$ cat src/rtl/ifetch.sv
// Instruction fetch front end: issues sequential fetch addresses to the I-cache and buffers returned words.
// Optional macro IFETCH_BYPASS_EN: an empty FIFO forwards a returning word to the core in the same cycle.
module ifetch #(
   parameter logic [23:0] RESET_PC   = 24'h000000,
   parameter int unsigned FIFO_DEPTH = 4
) (
   input  logic        clk,
   input  logic        rst,
   input  logic        addr_ready_in,
   output logic        addr_valid_out,
   output logic [23:0] addr_out,
   output logic        data_ready_out,
   input  logic        data_valid_in,
   input  logic [31:0] data_in,
   input  logic        redirect,
   input  logic [23:0] redirect_pc,
   output logic        inst_valid,
   input  logic        inst_ready,
   output logic [31:0] inst,
   output logic [23:0] inst_pc
);
   localparam int PW = (FIFO_DEPTH > 1) ? $clog2(FIFO_DEPTH) : 1;
   localparam int CW = $clog2(FIFO_DEPTH + 1);
   localparam int SW = CW + 1;

   logic          run_q;
   logic [23:0]   pc_q, pc_d;
   logic [23:0]   head_pc_q, head_pc_d;
   logic [CW-1:0] count_q, count_d;
   logic [CW-1:0] outst_q, outst_d;
   logic [CW-1:0] discard_q, discard_d;
   logic [PW-1:0] wr_ptr_q, wr_ptr_d;
   logic [PW-1:0] rd_ptr_q, rd_ptr_d;
   logic [31:0]   mem_q [FIFO_DEPTH];

   logic          addr_hs;
   logic          beat;
   logic          keep_word;
   logic          push;
   logic          pop;
   logic          pop_fifo;
   logic          fifo_empty;
   logic          bypass;
   logic [SW-1:0] credits;
   logic [23:0]   redir_pc;

   assign redir_pc   = {redirect_pc[23:2], 2'b00};
   assign fifo_empty = (count_q == '0);

   // Outstanding requests plus buffered words never exceed the FIFO size,
   // so every response has a slot and the data channel never back-pressures.
   assign credits        = SW'(outst_q) + SW'(count_q);
   assign addr_valid_out = run_q & (credits < SW'(FIFO_DEPTH));
   assign addr_out       = pc_q;
   assign data_ready_out = run_q;
   assign inst_pc        = head_pc_q;

   assign addr_hs   = addr_valid_out & addr_ready_in;
   assign beat      = data_valid_in & data_ready_out;
   assign keep_word = beat & (discard_q == '0) & ~redirect;

`ifdef IFETCH_BYPASS_EN
   assign bypass     = fifo_empty & keep_word;
   assign inst_valid = ~fifo_empty | bypass;
   assign inst       = fifo_empty ? (bypass ? data_in : 32'd0) : mem_q[rd_ptr_q];
   assign pop        = inst_valid & inst_ready & ~redirect;
   assign push       = keep_word & ~(bypass & inst_ready);
`else
   assign bypass     = 1'b0;
   assign inst_valid = ~fifo_empty;
   assign inst       = fifo_empty ? 32'd0 : mem_q[rd_ptr_q];
   assign pop        = inst_valid & inst_ready & ~redirect;
   assign push       = keep_word;
`endif
   assign pop_fifo = pop & ~bypass;

   always_comb begin
      pc_d      = pc_q;
      head_pc_d = head_pc_q;
      wr_ptr_d  = wr_ptr_q;
      rd_ptr_d  = rd_ptr_q;
      discard_d = discard_q;
      outst_d   = outst_q + CW'(addr_hs) - CW'(beat);
      count_d   = count_q + CW'(push) - CW'(pop_fifo);
      if (addr_hs) begin
         pc_d = pc_q + 24'd4;
      end
      if (beat && (discard_q != '0)) begin
         discard_d = discard_q - CW'(1);
      end
      if (push) begin
         wr_ptr_d = wr_ptr_q + PW'(1);
      end
      if (pop_fifo) begin
         rd_ptr_d = rd_ptr_q + PW'(1);
      end
      if (pop) begin
         head_pc_d = head_pc_q + 24'd4;
      end
      // Everything still in flight after this cycle belongs to the old stream.
      if (redirect) begin
         pc_d      = redir_pc;
         head_pc_d = redir_pc;
         count_d   = '0;
         wr_ptr_d  = '0;
         rd_ptr_d  = '0;
         discard_d = outst_d;
      end
   end

   always_ff @(posedge clk or negedge rst) begin
      if (!rst) begin
         run_q     <= 1'b0;
         pc_q      <= RESET_PC;
         head_pc_q <= RESET_PC;
         count_q   <= '0;
         outst_q   <= '0;
         discard_q <= '0;
         wr_ptr_q  <= '0;
         rd_ptr_q  <= '0;
      end else begin
         run_q     <= 1'b1;
         pc_q      <= pc_d;
         head_pc_q <= head_pc_d;
         count_q   <= count_d;
         outst_q   <= outst_d;
         discard_q <= discard_d;
         wr_ptr_q  <= wr_ptr_d;
         rd_ptr_q  <= rd_ptr_d;
      end
   end

   // Storage carries no reset; occupancy is tracked by count_q alone.
   always_ff @(posedge clk) begin
      if (push) begin
         mem_q[wr_ptr_q] <= data_in;
      end
   end

endmodule

$ cat config.mk
export PLATFORM = sky130hd
export DESIGN_NAME = ifetch
export DESIGN_NICKNAME = d
export VERILOG_FILES = /design/src/rtl/ifetch.sv
export SDC_FILE = /design/constraint.sdc
export NUM_CORES = 1
export LEC_CHECK = 0
export ABC_AREA = 1
export ABC_CLOCK_PERIOD_IN_PS = 4200
export CORE_UTILIZATION = 65
export CTS_CLUSTER_DIAMETER = 60
export DETAILED_ROUTE_END_ITERATION = 10
export DONT_BUFFER_PORTS = 1
export PLACE_DENSITY = 0.86
export SYNTH_ARGS = -nofsm -noshare
export SYNTH_HDL_FRONTEND = slang
export SYNTH_SLANG_ARGS = --single-unit
$ cat constraint.sdc
create_clock -name clk -period 4.2 [get_ports clk]
set_input_delay 0.63 -clock clk [delete_from_list [all_inputs] [get_ports clk]]
set_output_delay 0.63 -clock clk [all_outputs]
set_load 0.02 [all_outputs]
==> results of run 1 <==
[worst paths after layout]
check	endpoint
max	inst[31]
min	outst_q[0]
max reg2reg	count_q[2]
min reg2reg	outst_q[0]
max in group asynchronous	rd_ptr_q[0]
min in group clk	count_q[0]
[cells by family (layout without fill, tap and decap cells)]
family	Yosys count	count (layout)	synth area share [%]
compound gates	155	155	9.39
xor+xnor	17	17	1.70
fa+ha+maj	16	16	2.46
buf+inv	112	112	5.54
flops	186	186	60.6
other cells	2	5	0.0859
simple gates	417	417	20.3
[layout make-up]
type	instances	area share, %
timing repair buffer	7	0.770
multi-input combinational	610	31.9
sequential	186	56.2
tap	176	2.34
clock buffer	17	4.51
inverter	73	2.91
clock inverter	15	1.41
[metrics by stage]
| step | hold slack (ns) | std cells | instance area (µm²) |
|---|---|---|---|
| finish | 0.0597 | 1084 | 9430 |
| global route | 0.0696 | 1084 | 9430 |
| detailed placement | 0.335 | 1051 | 8840 |
| global placement | 0.335 | 1051 | 8840 |
| CTS | 0.0741 | 1084 | 9430 |
| floorplan | 0.334 | 908 | 8760 |
[power breakdown]
part           switching [W]  internal [W]  leakage [nW]
clock network       0.000719      0.000786         0.279
registers           0.000371       0.00213          1.86
logic               0.000988      0.000366          1.56
total                0.00208       0.00328          3.69
[per-layer routing]
layer | routed length [µm] | up-vias
li1 | - | 3008
met1 | 7290 | 2976
met2 | 9300 | 308
met3 | 1710 | 30
met4 | 281 | 0
met5 | 0 | -
[synth_stat cells, types with 2 or more instances]
master and number:
buf_6 3, nor2_1 164, xnor2_1 6, nand4_1 6
nand2_1 152, dfrtp_1 58, inv_2 4, nand3_1 55
buf_4 5, nor2_4 6, nand2_2 9, o211ai_1 10
nor2_2 8, edfxtp_1 128, xor2_1 11, clkbuf_1 12
o21ai_1 6, a31oi_1 4, buf_2 18, ha_1 14
o21ai_0 82, or2_2 3, fa_1 2, a21oi_1 48
conb_1 2, inv_1 68, nand3b_1 2, nor3_1 10
[flip-flops by register name (all words and copies together), names as in the netlist]
name / count
inst_pc: 22
outst_q: 3
addr_out: 22
wr_ptr_q: 2
mem_q: 128
count_q: 3
rd_ptr_q: 2
data_ready_out: 1
discard_q: 3
[critical path, cell delays in order, from the launching register on]
cell	delay [ns]
dfrtp_1	0.33
buf_4	0.38
clkinv_1	0.19
buf_4	0.31
nor2_1	0.17
o21ai_0	0.12
a21oi_1	0.48
==> metrics.md, run 1 <==
| Metric | Value |
|---|---|
| Number of antenna diodes | `0` |
| Hold buffers post-CTS | `1` |
| Worst EP required | `3.57 ns` |
| CTS root buf | `clkbuf_16` |
| CTS Buffer Depth | `2` |
| Seq. cell area | `0.00530 mm²` |
| Critical path type | `reg2out` |
| Antenna violations before repair | `0` |
| Setup TNS | `0 ns` |
| Vias in the first global route | `6013` |
| Yosys top cell by area | `edfxtp_1` |
| Core ar. | `0.0132 mm²` |
| RD Place Congestion | `0.910` |
| Vias post-DR | `6322` |
| Clock Skew | `0.00785 ns` |
| Pre-CTS setup slack | `1.41 ns` |
| Power Density | `569 mW/mm²` |
| Synth-to-layout area growth | `7.81%` |
| HPWL Detailed | `11.3 mm` |
| Clock-pin transition on the worst setup and hold timing paths | `0.07 ns` |
| Status | `finished, final reports clean` |
| Ys Warns | `0` |
| Post-CTS setup buffers | `0` |
| Routed WL per cell | `17.1 µm` |
| Min-Delay Path Class | `in2async` |
| Initial Util | `66.3%` |
| Crit Path Max Fanout | `33` |
| Avg Vias per Cell | `5.83` |
| GR met1 Demand/Resource | `34.1%` |
| Worst reg2reg path depth | `12` |
| Die area | `0.0139 mm²` |
| Pleak | `3.69 nW` |
| Post-synth ARST share | `31.2%` |
| Slew Limit Fails | `0` |
| Htree depth | `4` |
| Clk_lat worst skew | `0.42 ns` |
| Critical path endpoint category | `primary output` |
| Commonest non-fill, non-tap cell in the layout | `nor2_1` |
| GR met2 Demand/Resource | `46.6%` |
| Worst slew margin | `30.6%` |
| Layout cells sized above 1 | `8.26%` |
| Final ANT Viol Nets | `0` |
| FF+latch count, synth | `186` |
| Std-Cell Rows | `42` |
| TritonRoute pass-1 iters | `5` |
| Sequential share of the synthesized area | `60.6%` |
| Worst path arrival time | `2.42 ns` |
| Top cells by area, synth | `edfxtp_1 (44%), dfrtp_1 (17%), nor2_1 (7.0%), nand2_1 (6.5%), o21ai_0 (4.7%)` |
| GRT Overall Usage | `27.7%` |
| Synth cell types | `37` |
| Boundary pin count | `145` |
| Post-synth top area share | `44.0%` |
| Final net count | `973` |
| Drt total wl | `18.6 mm` |
| Grt total ovfl | `0` |
| Die H | `118 µm` |
| Post-Syn Area | `0.00874 mm²` |
| Met3 usage | `7.66%` |
| Most frequent cells in the layout | `nor2_1 (160), nand2_1 (152), edfxtp_1 (128)` |
| Port buffer count | `0` |
| Drc violations | `0` |
| Top_reg_cell synth | `edfxtp_1` |
| Setup crit start | `rd_ptr_q[1]` |
| Final Cycle Share | `72.6%` |
| Pin count of the biggest net entering global routing | `66` |
| GR peak layer | `met2` |
| Overall die width | `118 µm` |
| Final Hold Vio Count | `0` |
| EDFF count, synth | `128` |
| Total Power | `0.00536 W` |
| Cell count after synthesis | `905` |
| Post-CTS resize count | `0` |
| Worst R2R Start | `discard_q[0]` |
| Total of max-cap violations | `0` |
| Finished Core Util | `71.5%` |
| Final Setup Violations | `0` |
| Tightest Pin Transition | `1.04 ns` |
| First-pass GRT wire length | `29.7 mm` |
| CTS buffer count | `17` |
| Starting DRT DRC Count | `606` |
| Tmin final | `3.05 ns` |
| Flop2flop setup slack | `1.41 ns` |
| Multi-input gate area | `0.00301 mm²` |
| Sink Count | `186` |
| Final WS setup | `1.15 ns` |
| CTS tree | `built` |
| Syn_area_per_cell | `9.66 µm²` |
| Worst VDD drop | `0.345 mV` |
| RSZ-0062 raised after global routing | `no` |
| Fmax | `328 MHz` |
| # fillers | `890` |
| Setup crit start kind | `flop` |
Note: power is estimated with default switching activity, not from simulation.
==> run 2, diff against run 1 <==
Settings changed: ABC_CLOCK_PERIOD_IN_PS 4200 to 2700, CORE_UTILIZATION 65 to 57, PLACE_DENSITY 0.86 to 0.8.
Clock period 4.2 ns to 2.7 ns, I/O delays scaled along.
==> run 2 against run 1 <==
- sequential power increased by 56%
- hold slack got worse by 0.030 ns
- final area increased by 4.2%
- critical endpoint is now inst[1]
- sequential share of layout area decreased by 2.2 points
- critical path type unchanged
- critical path depth unchanged
- largest cell class unchanged
- combinational power increased by 82%
- non-clock buffer count increased by 42
- largest power group unchanged
==> metrics.md, run 2 (same netlist as run 1, synthesis figures left out) <==
| Metric | Value |
|---|---|
| Vias in the first global route | `6242` |
| Final net count | `1015` |
| Critical path type | `reg2out` |
| Total of max-cap violations | `0` |
| Slew Limit Fails | `0` |
| Overall die width | `126 µm` |
| GRT Overall Usage | `25.9%` |
| Worst EP required | `2.30 ns` |
| Drc violations | `0` |
| TritonRoute pass-1 iters | `5` |
| Core ar. | `0.0148 mm²` |
| Tightest Pin Transition | `0.713 ns` |
| Hold Crit Start | `redirect` |
| Final Setup Violations | `0` |
| Worst reg2reg path depth | `13` |
| Hold path cells | `1` |
| Worst VDD drop | `0.457 mV` |
| Worst R2R Start | `count_q[1]` |
| Most frequent cells in the layout | `nor2_1 (160), nand2_1 (152), edfxtp_1 (128)` |
| Die area | `0.0158 mm²` |
| Die H | `126 µm` |
| CTS tree | `built` |
| Final ANT Viol Nets | `0` |
| Status | `finished, final reports clean` |
| Fmax | `392 MHz` |
| # fillers | `1104` |
| Routed WL per cell | `17.2 µm` |
| Starting DRT DRC Count | `618` |
| Largest register FFs | `128` |
| Clk_lat worst skew | `0.43 ns` |
| Setup TNS | `0 ns` |
| FF-to-FF End | `discard_q[1]` |
| Worst path arrival time | `2.15 ns` |
| Flop2flop setup slack | `0.23 ns` |
| Antenna violations before repair | `0` |
| Boundary pin count | `145` |
| CTS buffer count | `17` |
| Worst slew margin | `52.5%` |
| Layout cells sized above 1 | `12.4%` |
| Commonest non-fill, non-tap cell in the layout | `nor2_1` |
| Hold Path Sink | `count_q[0]` |
| Sink Count | `186` |
| Crit Path Max Fanout | `65` |
| Placed cells | `1099` |
| Final Cycle Share | `94.6%` |
| Setup crit start kind | `flop` |
| HPWL Detailed | `12.4 mm` |
| Initial Util | `59.3%` |
| Tmin final | `2.55 ns` |
| RSZ-0062 raised after global routing | `no` |
| Port buffer count | `0` |
| Drt total wl | `19.5 mm` |
| Critical path endpoint category | `primary output` |
| Synth-to-layout area growth | `12.3%` |
| Fin Hold WS | `0.0292 ns` |
| Number of antenna diodes | `0` |
| First-pass GRT wire length | `31.3 mm` |
| Non-filler instance count after layout | `1134` |
| Final Hold Vio Count | `0` |
| Vias post-DR | `6425` |
| Pleak | `3.92 nW` |
| Std-Cell Rows | `44` |
| Min-Delay Path Class | `in2reg` |
| CTS root buf | `clkbuf_16` |
| Pin count of the biggest net entering global routing | `66` |
| Grt total ovfl | `0` |
| Clock-pin transition on the worst setup and hold timing paths | `0.07 ns` |
| Clock Skew | `0.00811 ns` |
| Top reg by flops | `mem_q` |
| RD Place Congestion | `0.887` |
| Power Density | `886 mW/mm²` |
| Htree depth | `4` |
| CTS Buffer Depth | `2` |
| Avg Vias per Cell | `5.67` |
## run 2: changes by cell type in the layout (fill, tap and decap cells not counted), moves of 2 or more
| cell | change |
|---|---|
| buf_12 | +5 |
| clkinvlp_4 | +2 |
| buf_4 | +36 |
| inv_8 | -2 |
## run 2: power by group
group          internal, W  leakage [nW]  total, W  switching [W]
logic             0.000861          1.79   0.00246        0.00160
clock network      0.00122         0.273   0.00235        0.00114
registers          0.00332          1.86   0.00389       0.000573
total              0.00539          3.92   0.00870        0.00331
## run 2: worst max-delay path by stage
| stage | from | end | slack, ns | cells past startpoint |
|---|---|---|---|---|
| 6_report | rd_ptr_q[0] | inst[1] | 0.15 | 6 |
| 3_3_place_gp | count_q[1] | discard_q[1] | 0.22 | 13 |
| 5_1_grt | rd_ptr_q[0] | inst[1] | 0.03 | 6 |
| 3_5_place_dp | count_q[1] | discard_q[1] | 0.17 | 13 |
| 2_1_floorplan | discard_q[0] | mem_q[0][0] | -0.16 | 6 |
| 4_1_cts | rd_ptr_q[0] | inst[1] | 0.14 | 6 |
## run 2: routing by layer
layer	GRT usage (%)	share of wire, %	routed length (µm)
met5	0	0	0
met4	9.85	1.6	308
met3	6.97	7.8	1530
met2	43.5	50	9810
met1	32.1	40	7900
## run 2: repair_timing
| item | 4_1_cts | 5_1_grt |
|---|---|---|
| setup endpoints to repair | 0 | 1 |
| hold buffers | 2 | 0 |
| endpoints found under the hold margin | 58 | 0 |
| resized for setup | 0 | 1 |
| setup buffers | 0 | 1 |
## run 2: final cells by class
type / instances / area [µm²] / area share [%]
inverter: 73 / 274 / 2.79
clock inverter: 15 / 134 / 1.36
multi-input combinational: 610 / 3010 / 30.6
tap: 184 / 230 / 2.34
sequential: 186 / 5300 / 53.9
timing repair buffer: 49 / 453 / 4.61
clock buffer: 17 / 425 / 4.33
## run 2: metrics by stage
step	worst slack [ns]	total power, W	utilization (%)	area (µm²)
global route	0.0291	0.00914	66.6	9820
detailed placement	0.170	0.00635	62.5	9220
global placement	0.217	0.00627	62.5	9220
finish	0.147	0.00870	66.6	9820
CTS	0.145	0.00872	66.5	9810
floorplan	-0.164	0.00554	-	8760
## run 2: worst max-delay path, cell delays in order, from the launching register on
cell	delay, ns
dfrtp_2	0.36
buf_4	0.57
nor2_1	0.14
nor2_1	0.14
o21ai_0	0.12
a21oi_1	0.21
buf_4	0.17
==> run 3, diff against run 2 <==
Settings changed: CORE_UTILIZATION 57 to 30, PLACE_DENSITY 0.8 to 0.5.
==> run 3 against run 2 <==
- sequential power up 1%
- final area up 3.6%
- maximum frequency about the same
- sequential share of layout area down 1.9 points
- clock skew up 0.0081 ns
- final cell count up 18%
- combinational power up 2%
- die area up 88%
- hold slack better by 0.021 ns
- critical path depth down 1
- register-to-register slack worse by 0.07 ns
- setup slack better by 0.0022 ns
- critical path type unchanged
- critical endpoint is now inst[12]
- highest routed layer unchanged
==> metrics.md, run 3 (same netlist as run 1, synthesis figures left out) <==
| Metric | Value |
|---|---|
| Final Hold Vio Count | `0` |
| RSZ-0062 raised after global routing | `no` |
| Placed cells | `1302` |
| HPWL Detailed | `14.0 mm` |
| Largest register FFs | `128` |
| Post-CTS setup buffers | `0` |
| Post-CTS resize count | `0` |
| Sink Count | `186` |
| Commonest non-fill, non-tap cell in the layout | `nor2_1` |
| Final WS setup | `0.149 ns` |
| Power Density | `884 mW/mm²` |
| CTS root buf | `clkbuf_16` |
| Avg Vias per Cell | `4.61` |
| Clk_lat worst skew | `0.43 ns` |
| Antenna violations before repair | `0` |
| Grt total ovfl | `0` |
| First-pass GRT wire length | `34.3 mm` |
| Final Cycle Share | `94.5%` |
| TritonRoute pass-1 iters | `4` |
| Setup crit start kind | `flop` |
| Routed WL per cell | `16.4 µm` |
| Drt total wl | `21.9 mm` |
| CTS buffer count | `17` |
| Final Setup Violations | `0` |
| Final net count | `1017` |
| Pleak | `3.97 nW` |
| Starting DRT DRC Count | `403` |
| CTS Buffer Depth | `2` |
| Drc violations | `0` |
| Worst VDD drop | `0.375 mV` |
| Vias post-DR | `6155` |
| Total of max-cap violations | `0` |
| Min-Delay Path Class | `in2reg` |
| Die area | `0.0298 mm²` |
| Pre-CTS setup slack | `0.147 ns` |
| Die H | `173 µm` |
| CTS tree | `built` |
| Synth-to-layout area growth | `16.4%` |
| GRT Overall Usage | `15.0%` |
| Total Power | `0.00900 W` |
| Std-Cell Rows | `62` |
| Overall die width | `173 µm` |
| Htree depth | `4` |
| Hold buffers post-CTS | `2` |
| Most frequent cells in the layout | `nor2_1 (160), nand2_1 (152), edfxtp_1 (128)` |
| Number of antenna diodes | `0` |
| Initial Util | `30.5%` |
| Port buffer count | `0` |
| Slew Limit Fails | `0` |
| Clock Skew | `0.0162 ns` |
| Boundary pin count | `145` |
| Worst slew margin | `61.5%` |
| Critical path type | `reg2out` |
| Fmax | `392 MHz` |
| Critical path endpoint category | `primary output` |
| Non-filler instance count after layout | `1336` |
| Worst EP required | `2.30 ns` |
| Layout cells sized above 1 | `12.6%` |
| Tmin final | `2.55 ns` |
| Final ANT Viol Nets | `0` |
| Vias in the first global route | `5970` |
| Worst path arrival time | `2.15 ns` |
| Status | `finished, final reports clean` |
| RD Place Congestion | `0.815` |
| Pin count of the biggest net entering global routing | `59` |
| Crit Path Max Fanout | `26` |
| Setup TNS | `0 ns` |
| Top reg by flops | `mem_q` |
| Clock-pin transition on the worst setup and hold timing paths | `0.08 ns` |
| Tightest Pin Transition | `0.571 ns` |
| Core ar. | `0.0287 mm²` |
## run 3: through the flow
| step | instance area (µm²) | util (%) | hold WS, ns |
|---|---|---|---|
| 2_1_floorplan | 8760 | - | 0.109 |
| 5_1_grt | 10200 | 35.5 | 0.0172 |
| 6_report | 10200 | 35.5 | 0.0502 |
| 3_5_place_dp | 9530 | 33.2 | 0.111 |
| 3_3_place_gp | 9530 | 33.2 | 0.111 |
| 4_1_cts | 10200 | 35.5 | 0.0196 |
## run 3: worst paths after layout
check / endpoint / slack (ns) / startpoint / depth (start not counted)
worst max register to register: discard_q[1] / 0.16 / count_q[1] / 13
worst min-delay path: count_q[1] / 0.05 / redirect / 1
worst max-delay path: inst[12] / 0.15 / rd_ptr_q[0] / 5
max in group asynchronous: rd_ptr_q[0] / 1.90 / rst / 2
worst min register to register: rd_ptr_q[1] / 0.54 / rd_ptr_q[1] / 2
min in group asynchronous: addr_out[21] / 0.50 / rst / 2
## run 3: final cells by class
type / count / area [µm²]
multi-input combinational: 610 / 3010
fill: 2910 / 18500
clock inverter: 15 / 190
clock buffer: 17 / 425
sequential: 186 / 5300
inverter: 73 / 274
tap: 384 / 480
timing repair buffer: 51 / 505
## run 3: metal layers
metal | GRT usage [%] | part of all wire [%] | wire, µm
met5 | 0 | 0 | 0
met3 | 6.02 | 8.9 | 1960
met2 | 24.5 | 47 | 10300
met1 | 18.4 | 43 | 9480
met4 | 3.65 | 0.81 | 177
## run 3: worst max-delay path: stages, from the launching register on
cell	delay [ns]
dfrtp_2	0.57
inv_2	0.45
buf_12	0.22
o21ai_0	0.10
a21oi_1	0.20
buf_4	0.17
## run 3: power breakdown
part / total, W / internal, W / leakage (nW) / switching [W]
Sequential: 0.00394 / 0.00331 / 1.86 / 0.000630
Combinational: 0.00250 / 0.000932 / 1.82 / 0.00157
Clock: 0.00256 / 0.00127 / 0.294 / 0.00129
Total: 0.00900 / 0.00551 / 3.97 / 0.00349
